===== config.mk =====
export PLATFORM = sky130hd
export DESIGN_NAME = axil_master_arbiter
export DESIGN_NICKNAME = d
export VERILOG_FILES = /design/src/rtl/axil_arb_pkg.sv /design/src/rtl/axil_master_arbiter_rr_arbiter.sv /design/src/rtl/axil_master_arbiter.sv
export SDC_FILE = /design/constraint.sdc
export NUM_CORES = 1
export LEC_CHECK = 0
export ABC_AREA = 0
export ABC_CLOCK_PERIOD_IN_PS = 3500
export CAP_MARGIN = 20
export CORE_AREA = 10 10 161 163
export DETAILED_ROUTE_END_ITERATION = 8
export DIE_AREA = 0 0 171 173
export PLACE_DENSITY = 0.73
export SYNTH_ARGS = -nofsm -noshare
export SYNTH_HDL_FRONTEND = slang
export SYNTH_SLANG_ARGS = --single-unit

===== constraint.sdc =====
create_clock -name m_axi_aclk -period 3.5 [get_ports m_axi_aclk]
set_input_delay 0.7 -clock m_axi_aclk [delete_from_list [all_inputs] [get_ports m_axi_aclk]]
set_output_delay 0.7 -clock m_axi_aclk [all_outputs]
set_load 0.01 [all_outputs]

===== src/rtl/axil_arb_pkg.sv =====
// Shared definitions for the AXI4-Lite master arbiter: FSM encoding and sizing helper.
// Latency: none (types and constant functions only).
// Backpressure: not applicable.
package axil_arb_pkg;

   typedef enum logic [1:0] {
      ST_IDLE  = 2'd0,
      ST_ISSUE = 2'd1,
      ST_RESP  = 2'd2
   } arb_state_t;

   // Ceiling log2, usable in constant expressions for port and counter widths.
   function automatic int clog2(input int value);
      int r;
      r = 0;
      while ((1 << r) < value) r++;
      return r;
   endfunction

endpackage


===== src/rtl/axil_master_arbiter_rr_arbiter.sv =====
// Round-robin grant: first valid request at or after the pointer, wrapping.
// Latency: grant is combinational; pointer moves on the accept edge.
// Backpressure: losers get no grant and must keep their request asserted.
module rr_arbiter
   import axil_arb_pkg::*;
#(
   parameter int NUM_REQ = 4
) (
   input  logic                       m_axi_aclk,
   input  logic                       m_axi_aresetn,
   input  logic [NUM_REQ-1:0]         req,
   input  logic                       accept,
   output logic [NUM_REQ-1:0]         grant_oh,
   output logic [clog2(NUM_REQ)-1:0]  grant_idx,
   output logic                       any_req
);

   localparam int IW = clog2(NUM_REQ);

   logic [IW-1:0] ptr;
   logic [IW-1:0] cand_idx;
   int            cand;

   // Scan from the pointer, wrapping, and pick the first pending request.
   always_comb begin
      grant_oh  = '0;
      grant_idx = '0;
      any_req   = 1'b0;
      cand      = 0;
      cand_idx  = '0;
      for (int i = 0; i < NUM_REQ; i++) begin
         cand = int'(ptr) + i;
         if (cand >= NUM_REQ) cand = cand - NUM_REQ;
         cand_idx = IW'(cand);
         if (!any_req && req[cand_idx]) begin
            any_req            = 1'b1;
            grant_idx          = cand_idx;
            grant_oh[cand_idx] = 1'b1;
         end
      end
   end

   // Pointer moves one past the winner so it has lowest priority next time.
   always_ff @(posedge m_axi_aclk) begin
      if (!m_axi_aresetn) begin
         ptr <= '0;
      end else if (accept) begin
         if (grant_idx == IW'(NUM_REQ - 1)) ptr <= '0;
         else                               ptr <= grant_idx + IW'(1);
      end
   end

endmodule


===== src/rtl/axil_master_arbiter.sv =====
// Shares one AXI4-Lite master core among NUM_REQ requesters, one transaction at a time.
// Latency: accept -> enable 1 cycle; done sampled -> rsp_valid 1 cycle; abort after TIMEOUT_CYCLES.
// Backpressure: req_ready only in IDLE to the round-robin winner; others hold req_valid.
module axil_master_arbiter
   import axil_arb_pkg::*;
#(
   parameter int NUM_REQ            = 4,
   parameter int C_M_AXI_ADDR_WIDTH = 32,
   parameter int C_M_AXI_DATA_WIDTH = 32,
   parameter int TIMEOUT_CYCLES     = 1024
) (
   input  logic                                  m_axi_aclk,
   input  logic                                  m_axi_aresetn,
   input  logic [NUM_REQ-1:0]                    req_valid,
   output logic [NUM_REQ-1:0]                    req_ready,
   input  logic [NUM_REQ-1:0]                    req_write,
   input  logic [NUM_REQ*C_M_AXI_ADDR_WIDTH-1:0] req_addr,
   input  logic [NUM_REQ*C_M_AXI_DATA_WIDTH-1:0] req_wdata,
   output logic [NUM_REQ-1:0]                    rsp_valid,
   output logic [C_M_AXI_DATA_WIDTH-1:0]         rsp_rdata,
   output logic                                  rsp_err,
   output logic                                  mst_read_ena,
   output logic                                  mst_write_ena,
   output logic [C_M_AXI_ADDR_WIDTH-1:0]         mst_read_addr,
   output logic [C_M_AXI_ADDR_WIDTH-1:0]         mst_write_addr,
   output logic [C_M_AXI_DATA_WIDTH-1:0]         mst_write_data,
   input  logic [C_M_AXI_DATA_WIDTH-1:0]         mst_read_data,
   input  logic                                  mst_read_done,
   input  logic                                  mst_write_done,
   output logic                                  busy,
   output logic [clog2(NUM_REQ)-1:0]             grant_id
);

   localparam int AW = C_M_AXI_ADDR_WIDTH;
   localparam int DW = C_M_AXI_DATA_WIDTH;
   localparam int IW = clog2(NUM_REQ);
   localparam int CW = (clog2(TIMEOUT_CYCLES) > 0) ? clog2(TIMEOUT_CYCLES) : 1;
   localparam logic [CW-1:0] TO_LAST = CW'((TIMEOUT_CYCLES > 0) ? TIMEOUT_CYCLES - 1 : 0);

   typedef struct packed {
      logic          write;
      logic [AW-1:0] addr;
      logic [DW-1:0] wdata;
   } req_t;

   arb_state_t        state, state_nxt;
   req_t              cap;
   logic [NUM_REQ-1:0] grant_oh;
   logic [IW-1:0]     grant_idx;
   logic              any_req;
   logic              accept;
   logic              done_hit;
   logic              to_hit;
   logic [CW-1:0]     to_cnt;

   rr_arbiter #(.NUM_REQ(NUM_REQ)) u_rr (
      .m_axi_aclk    (m_axi_aclk),
      .m_axi_aresetn (m_axi_aresetn),
      .req           (req_valid),
      .accept        (accept),
      .grant_oh      (grant_oh),
      .grant_idx     (grant_idx),
      .any_req       (any_req)
   );

   // Accept only from IDLE; the core sees only the captured request, never live inputs.
   always_comb begin
      req_ready = '0;
      if (state == ST_IDLE && m_axi_aresetn && any_req) req_ready = grant_oh;
      accept   = |req_ready;
      done_hit = (state == ST_ISSUE) && (cap.write ? mst_write_done : mst_read_done);
      to_hit   = (TIMEOUT_CYCLES != 0) && (state == ST_ISSUE) && (to_cnt == TO_LAST);
   end

   // Next-state logic; done is checked ahead of the watchdog so it wins a tie.
   always_comb begin
      state_nxt = state;
      case (state)
         ST_IDLE:  if (accept) state_nxt = ST_ISSUE;
         ST_ISSUE: if (done_hit || to_hit) state_nxt = ST_RESP;
         ST_RESP:  state_nxt = ST_IDLE;
         default:  state_nxt = ST_IDLE;
      endcase
   end

   // State register.
   always_ff @(posedge m_axi_aclk) begin
      if (!m_axi_aresetn) state <= ST_IDLE;
      else                state <= state_nxt;
   end

   // Capture the winner's request so addr/data stay stable for the whole ISSUE phase.
   always_ff @(posedge m_axi_aclk) begin
      if (!m_axi_aresetn) begin
         cap      <= '0;
         grant_id <= '0;
      end else if (accept) begin
         cap.write <= req_write[grant_idx];
         cap.addr  <= req_addr[grant_idx*AW +: AW];
         cap.wdata <= req_wdata[grant_idx*DW +: DW];
         grant_id  <= grant_idx;
      end
   end

   // Watchdog counts ISSUE cycles, restarted by every accept.
   always_ff @(posedge m_axi_aclk) begin
      if (!m_axi_aresetn || accept) to_cnt <= '0;
      else if (state == ST_ISSUE)  to_cnt <= to_cnt + CW'(1);
   end

   // Response registers hold until the next completion or abort.
   always_ff @(posedge m_axi_aclk) begin
      if (!m_axi_aresetn) begin
         rsp_rdata <= '0;
         rsp_err   <= 1'b0;
      end else if (done_hit) begin
         rsp_rdata <= cap.write ? '0 : mst_read_data;
         rsp_err   <= 1'b0;
      end else if (to_hit) begin
         rsp_rdata <= '0;
         rsp_err   <= 1'b1;
      end
   end

   // Enables decode from registered state, so they drop the edge after done or reset.
   always_comb begin
      mst_read_ena   = (state == ST_ISSUE) && !cap.write;
      mst_write_ena  = (state == ST_ISSUE) &&  cap.write;
      mst_read_addr  = cap.addr;
      mst_write_addr = cap.addr;
      mst_write_data = cap.wdata;
      busy           = (state != ST_IDLE);
      rsp_valid      = '0;
      if (state == ST_RESP) rsp_valid[grant_id] = 1'b1;
   end

endmodule


# == Yosys cells after proc, flatten, opt, wreduce, memory -nomap -nowiden ==
# Index checks and enable logic that the tools add are counted.
# word_totals
ff_bits,114
# op_classes
muxes,46
addsub,9
order_cmp,15
shifts,2
n_reduce_logical,27
eq_ne,6
bitwise,4
# op_table
cell,count
indexed part select 128 x 8 -> 32 bit,2
2-to-1 mux 32 bit,3
2-to-1 mux 4 bit,6
2-to-1 mux 2 bit,11
"less-than comparator 2 x 3 -> 1 bit, second input constant",6
2-to-1 mux 1 bit,15
logical AND 1 bit,14
OR 4 bit,3
"adder 10 x 1 -> 10 bit, second input constant",1
binary-select mux 1 bit (select 2 bit),5
demux 1 bit (select 2 bit),5
"equality test 10 bit, second input constant",1
">= comparator 2 x 1 -> 1 bit, second input constant",5
">= comparator 3 bit, second input constant",3
"subtractor 2 x 1 -> 2 bit, second input constant",4
"adder 2 x 2 -> 3 bit, second input constant",2
zero test 1 bit,5
"equality test 2 bit, second input constant",2
one-hot mux 2 bit (2 select lines),1
nonzero test 2 bit,2
OR reduction 4 bit,1
"adder 2 x 1 -> 3 bit, second input constant",1
">= comparator 2 x 3 -> 1 bit, second input constant",1
"adder 2 x 1 -> 2 bit, second input constant",1
8 further kinds,9

# == Depth between registers and ports, before layout ==
# Gate-level depths: netlist of run 1.
# logic_depth
ltp_word,19
mapped_depth,13
mapped_depth_nobuf,9

# == Modules after synthesis ==
# Synthesis of run 1 repeated with hierarchy kept, for this count alone.
# hier_totals
hier_cells,710
hier_area_um2,7030.5
# modules_own_cells
mod,instances,cells_each,area_per_inst_um2
axil_master_arbiter,1,631,6428.7
rr_arbiter,1,79,601.8

# == Worst setup path after synthesis of run 1 ==
# No wires, ideal clock.
# synth_path
kind,flip-flop to output port
start,register (tool-made name)
end,output req_ready[0]
t_required_ps,2800
path_stages_with_launch,9
setup_slack_ps,487
arrival_ps,2313
path_buffers,1
cell_sequence,dfxtp_1 -> buf_2 -> inv_1 -> ha_1 -> or3b_1 -> a2111o_1 -> nand2_1 -> nand2_1 -> a21oi_1
# synth_rtl
element,line,rtl
end: declaration,axil_master_arbiter.sv:15,"output logic [NUM_REQ-1:0] req_ready,"

# == Worst setup path in the final report of run 1 ==
# layout_path
start,input req_valid[0]
end,output req_ready[2]
# layout_via
elab_chain_cells,14
elab_cells_between_ends,27
# layout_lines
element,line,rtl
start: declaration,axil_master_arbiter.sv:14,"input logic [NUM_REQ-1:0] req_valid,"
binary-select mux 1 bit (select 2 bit),axil_master_arbiter_rr_arbiter.sv:35,if (!any_req && req[cand_idx]) begin
2-to-1 mux 1 bit (implied by the code),axil_master_arbiter_rr_arbiter.sv:35,
2-to-1 mux 1 bit,axil_master_arbiter_rr_arbiter.sv:35,
zero test 1 bit,axil_master_arbiter_rr_arbiter.sv:35,
logical AND 1 bit,axil_master_arbiter_rr_arbiter.sv:35,
2-to-1 mux 1 bit,axil_master_arbiter_rr_arbiter.sv:35,
zero test 1 bit,axil_master_arbiter_rr_arbiter.sv:35,
logical AND 1 bit,axil_master_arbiter_rr_arbiter.sv:35,
2-to-1 mux 1 bit,axil_master_arbiter_rr_arbiter.sv:35,
zero test 1 bit,axil_master_arbiter_rr_arbiter.sv:35,
logical AND 1 bit,axil_master_arbiter_rr_arbiter.sv:35,
2-to-1 mux 1 bit,axil_master_arbiter_rr_arbiter.sv:35,
logical AND 1 bit,axil_master_arbiter.sv:69,if (state == ST_IDLE && m_axi_aresetn && any_req) req_ready = grant_oh;
2-to-1 mux 4 bit *,axil_master_arbiter.sv:69,
# Every way passes the cells marked *; elsewhere a longest branch is shown, timed or not. The select of a mux whose other input is x is not followed.

==> results.txt, run 1 <==
gr usage total: 0.1966
largest net degree at the start of global routing: 106
Post-Synthesis Cell Area: 0.007781 mm²
Max-cap violations: 0
Clk Latency, worst-skew pair: 0.42 ns
hold_buf cts: 0
adder-cell share of the synthesized area: 0.01286
Syn-to-layout area delta: 60.94%
max-slew violations: 0
die area: 0.02958 mm²
vias in the first global route: 7472
internal power: 5512 µW
min Tclk post-route: 3.352 ns
Setup TNS Final: 0 ns
Initial DRC Count: 341
Data arrival, critical path: 2.65 ns
ANT nets after route: 0
CP Capture Type: output port
num ports: 442
crit path launch type: primary input
RSZ-0062 raised after global routing: no
pwr/cell area: 730.6 mW/mm²
pin slew with the least headroom to its limit: 0.7161 ns
Synth Area per Inst: 8.944 µm²
Clock transition at path regs: 0.06 ns
drt wl/cell: 20.61 µm
post-route DRC violation count: 0
Max VDD drop: 409.4 µV
layout cells sized above 1: 0.1870
reg2reg setup slack: 0.48 ns
Syn Inst Count: 870
Area contributors post-synth: dfxtp_1, mux2_2, buf_4
critical path required time: 2.80 ns
Final #Nets: 1509
RR Endpoint: to_cnt[7]
HP Class: reg2reg
Die W: 171 µm
Warnings, synthesis: 0
crit share post-route: 0.9577
final cell count without fillers: 1504
WS Path Type: in2out
routed length on met2: 15680 µm
first-pass GRT wire length: 45260 µm
CP Max Fanout: 9
mux cell area share after synthesis: 0.1944
CTS tree: yes
htree depth: 4
fmax: 298.3 MHz
initial antenna violation count: 7
clock root cell: clkbuf_16
Psw: 3637 µW
FF-to-FF path depth: 11
Netlist cell types: 46
Clk pwr share: 0.202
Final Cell Area: 0.01252 mm²
Post-Synth Simple-Gate Area: 0.1322
PortBufs: 441
largest family of logic cells by synthesized area: compound AO/OA/AOI/OAI gates
GRT overflow: 0
Comb pwr share: 0.586
#FFs+latches synth: 114
XOR/XNOR share of the synthesized area: 0.01013
status: complete, no violations
Synth Area in Compound Gates: 0.2089
worst hold margin: 0.4545 ns
DP Area: 0.01187 mm²
Leakage: 0.004900 µW
hpwl dp: 24690 µm
Clock Sinks: 114
core footprint: 0.02257 mm²
Synth area leader: dfxtp_1
Seq pwr share: 0.212
final WL: 31000 µm
Initial Utilization: 0.3447
net count after synthesis: 1178
Met1 Wirelength: 11910 µm
register area share after synthesis: 0.2933
First-pass DRT Iterations: 4
dpl cells: 1466
die span in y: 173 µm
hold depth: 2
final setup vio count: 0
via/cell ratio: 4.897
Slew headroom: 0.5216
Rows: 55
met3 wire length: 2995 µm
Hold EP: mst_write_data[6]
top cell type's share of synthesized area: 0.2933
PostCTS Resize Cnt: 7
fill count: 2055
Final GP Congestion: 0.8290
post-CTS setup buffer count: 0
max layer used: met5
sw frac: 0.3976
CTS Buf Count: 17
detailed-route via count: 7365
Final Hold Violating Endpoints: 0
Final Skew: 0.01506 ns
min-delay src: mst_write_data[6]
total power: 9149 µW
clock tree buffer depth: 2
-- cells in the mapped netlist (all sizes together) --
library cell and number:
nand2b 1, nor2b 38, nor3 1, ha 8, o32a 1, or3b 2
o2bb2ai 1, a22oi 33, nor2 19, o211ai 68, nand4 1, mux2 67
and2 2, mux2i 69, a2111o 1, xnor2 3, clkbuf 35, xor2 6
a2bb2oi 1, o211a 1, inv 12, a21oi 11, nor3b 5, or3 1
nand2 148, nand3b 2, o221ai 1, nand3 4, buf 129, o22ai 3
a31o 1, nor4 1, mux4 3, o21ai 69, a21o 3, and3 5
dfxtp 114
-- critical path, stage by stage --
cell             delay, ns
clkdlybuf4s50_1       0.44
buf_4                 0.18
mux4_2                0.46
buf_4                 0.16
nor3b_1               0.13
o22ai_1               0.18
a21oi_1               0.09
dlygate4sd2_1         0.31
-- worst max path at each step --
stage | from | end | slack [ns] | cells past startpoint
5_1_grt | flip-flop | req_ready[1] | 0.05 | 8
3_3_place_gp | req_valid[2] | req_ready[2] | -0.08 | 7
2_1_floorplan | flip-flop | req_ready[0] | 0.49 | 8
4_1_cts | req_valid[2] | req_ready[2] | 0.16 | 8
3_5_place_dp | req_valid[2] | req_ready[1] | -0.12 | 7
6_report | req_valid[0] | req_ready[2] | 0.15 | 8
-- cells in the final DEF (no fill, tap or decap), types with 17 or more instances in the layout --
cell type	count
o21ai_2	40
mux2i_1	69
o211ai_1	28
nand2_1	147
clkdlybuf4s50_1	436
mux2_2	67
buf_4	24
nor2_1	18
a22oi_1	32
nor2b_1	38
o21ai_0	28
dfxtp_1	114
o211ai_2	40
clkbuf_16	17
-- through the flow --
step / worst slack [ns] / util
after floorplan: 0.4875 / -
after global placement: -0.07503 / 0.5257
after detailed placement: -0.1168 / 0.5257
after CTS: 0.1559 / 0.5534
after global routing: 0.04774 / 0.5548
final: 0.1481 / 0.5548
-- power by group through the flow --
stage	Clock [µW]	Combinational (µW)	Sequential, µW
2_1_floorplan	0	3720	1920
3_3_place_gp	0	5330	1960
3_5_place_dp	0	5400	1970
4_1_cts	1890	5410	1950
5_1_grt	1940	5770	2000
6_report	1850	5360	1940
-- per-layer routing --
metal,vias to the layer above,global-route usage
li1,3624,-
met1,3427,0.2144
met2,282,0.3399
met3,28,0.07925
met4,4,0.05799
met5,-,0
-- sequential cells by signal (all words and copies together) (netlist names), named ones only --
signal / cells
grant_id: 2
rsp_rdata: 32
cap: 1
state: 2
mst_write_data: 32
to_cnt: 10
rsp_err: 1
u_rr.ptr: 1
mst_read_addr: 32
-- cell type report --
cell class | instances | area (µm²) | share of cell area
sequential | 114 | 2282 | 0.1822
timing repair buffer | 476 | 4820 | 0.3849
clock inverter | 15 | 198.9 | 0.01589
clock buffer | 17 | 425.4 | 0.03397
tap | 285 | 356.6 | 0.02847
inverter | 12 | 45.04 | 0.003597
antenna | 5 | 12.51 | 0.0009991
multi-input combinational | 580 | 4383 | 0.3500
-- kinds of logic (layout without fill, tap and decap cells) --
logic type,after synthesis,after routing
multiplexers,139,139
AND/OR/NAND/NOR,230,230
other,0,5
XOR/XNOR,9,9
adder cells (fa/ha/maj),8,8
AO/OA/AOI/OAI,194,194
flip-flops,114,114
buffers and inverters,176,520
Note: power is estimated with default switching activity, not from simulation.
==> inputs of run 2 (changes only) <==
- ABC_CLOCK_PERIOD_IN_PS: 3500 -> unset
- CORE_AREA: 10 10 161 163 -> 2 2 172 174
- DIE_AREA: 0 0 171 173 -> 0 0 174 176
- PLACE_DENSITY: 0.73 -> unset
==> run 2 against run 1 <==
Sequential cell count is the same. First-iteration DRC count grew 1.5%. Design area grew 1.4%. Core utilization shrank 11 points. Combinational power is essentially flat. Worst hold slack gained 0.0019 ns. Largest cell class unchanged.
==> results.txt, run 2 (same netlist as run 1, synthesis figures left out) <==
gr usage total: 0.1731 (-0.02356)
core footprint: 0.02855 mm² (+26%)
CP Launch Point: req_valid[0]
min Tclk post-route: 3.366 ns (+0.01417 ns)
Clock Sinks: 114 (unchanged)
worst hold margin: 0.4564 ns (+0.001885 ns)
Placement Setup Slack: -0.1098 ns (+0.006987 ns)
Slew headroom: 0.5260 (+0.004394)
FF-to-FF path depth: 12 (+1)
crit-path cells: clkdlybuf4s50_1 -> buf_4 -> mux4_2 -> buf_4 -> nor3b_1 -> o22ai_1 -> a21oi_1 -> dlygate4sd2_1
htree depth: 4 (unchanged)
Final GP Congestion: 0.8021 (-3.2%)
detailed-route via count: 7249 (-1.6%)
RSZ-0062 raised after global routing: no
Final Hold Violating Endpoints: 0 (unchanged)
Max-cap violations: 0 (unchanged)
Leakage: 0.004933 µW (+0.68%)
num ports: 442 (unchanged)
final setup vio count: 0 (unchanged)
CP Capture Type: output port
Data arrival, critical path: 2.67 ns (+0.02 ns)
reg2reg setup slack: 0.72 ns (+0.24 ns)
post-route DRC violation count: 0 (unchanged)
fmax: 297.1 MHz (-0.42%)
largest net degree at the start of global routing: 64 (-40%)
Syn-to-layout area delta: 63.16%
Final Skew: 0.01164 ns (-0.003418 ns)
Initial DRC Count: 346 (+1.5%)
fill count: 2806 (+37%)
Final #Nets: 1519 (+0.66%)
die span in y: 176 µm (+1.7%)
hold_buf cts: 0 (unchanged)
CP dominant cell by count: buf_4
status: complete, no violations
die area: 0.03062 mm² (+3.5%)
commonest non-fill, non-tap cell in the layout: clkdlybuf4s50_1
post-CTS setup buffer count: 0 (unchanged)
pwr/cell area: 716.5 mW/mm² (-1.9%)
clock root cell: clkbuf_16
CTS Buf Count: 17 (unchanged)
Setup TNS Final: 0 ns (unchanged)
final worst setup slack: 0.1339 ns (-0.01417 ns)
worst reg2reg path startpoint: u_rr.ptr[1]
CP peak stage delay: 0.47 ns (about the same)
Die W: 174 µm (+1.8%)
Rows: 62 (+13%)
Worst Setup EP: req_ready[1]
area of the multi-input gates: 0.004383 mm² (unchanged)
most frequent cells in the layout: clkdlybuf4s50_1, nand2_1, dfxtp_1
Worst path slowest cell: mux4_2
critical path required time: 2.80 ns (about the same)
WS Path Type: in2out
Clock transition at path regs: 0.06 ns (about the same)
drt wl/cell: 17.04 µm (-17%)
layout cells sized above 1: 0.1936 (+0.006642)
ANT nets after route: 0 (unchanged)
crit share post-route: 0.9617 (+0.004049)
PortBufs: 441 (unchanged)
RR Endpoint: mst_write_data[18]
PostCTS Resize Cnt: 7 (unchanged)
hpwl dp: 21420 µm (-13%)
First-pass DRT Iterations: 4 (unchanged)
first-pass GRT wire length: 41660 µm (-8.0%)
Initial Utilization: 0.2726 (-0.07216)
Storage cell area: 0.002282 mm² (unchanged)
CTS tree: yes
final WL: 27450 µm (-11%)
GRT overflow: 0 (unchanged)
via/cell ratio: 4.500 (-8.1%)
HP Class: reg2reg
CP Max Fanout: 9 (unchanged)
Clk Latency, worst-skew pair: 0.41 ns (about the same)
vias in the first global route: 7402 (-0.94%)
Max VDD drop: 393.5 µV (-3.9%)
initial antenna violation count: 3 (-4)
clock tree buffer depth: 2 (unchanged)
max-slew violations: 0 (unchanged)
crit path launch type: primary input
pin slew with the least headroom to its limit: 0.7095 ns (-0.006577 ns)
run 2: worst min path at each step:
stage | from | to | slack [ns] | cells after the start
5_1_grt | mst_write_data[22] | mst_write_data[22] | 0.48 | 2
4_1_cts | mst_write_data[10] | mst_write_data[10] | 0.46 | 2
3_5_place_dp | mst_write_data[4] | mst_write_data[4] | 0.45 | 2
2_1_floorplan | mst_write_data[0] | mst_write_data[0] | 0.44 | 2
6_report | mst_write_data[10] | mst_write_data[10] | 0.46 | 2
3_3_place_gp | mst_write_data[1] | mst_write_data[1] | 0.45 | 2
run 2: critical path: cells and delay by family:
family | cells | cell delay, ns
multiplexers | 1 | 0.47
buffers and inverters | 4 | 1.08
AO/OA/AOI/OAI | 2 | 0.28
AND/OR/NAND/NOR | 1 | 0.13
run 2: per-layer routing:
metal	track usage	part of all wire	vias up
li1	-	-	3643
met1	0.2054	0.42	3326
met2	0.3006	0.50	261
met3	0.05426	0.069	19
met4	0.04937	0.012	0
met5	0	0	-
run 2: final cells by class:
cell class,instances,area share
Clock inverter,13,0.01183
Inverter,12,0.003548
Clock buffer,19,0.03568
Sequential cell,114,0.1798
Multi-Input combinational cell,580,0.3452
Antenna cell,3,0.0005913
Timing Repair Buffer,486,0.3855
Tap cell,384,0.03784
run 2: per-stage QoR:
step / utilization / power, µW / instances / cell area, µm²
3_5_place_dp: 0.4233 / 7391 / 1576 / 12090
3_3_place_gp: 0.4233 / 7348 / 1576 / 12090
2_1_floorplan: - / 5637 / 870 / 7781
5_1_grt: 0.4447 / 9720 / 1611 / 12700
4_1_cts: 0.4445 / 9225 / 1608 / 12690
6_report: 0.4447 / 9097 / 1611 / 12700
run 2: report_power, final:
group          switching [µW]  internal, µW  total, µW
clock                     686          1100       1780
sequential                285          1680       1960
combinational            2600          2750       5350
total                    3570          5520       9100
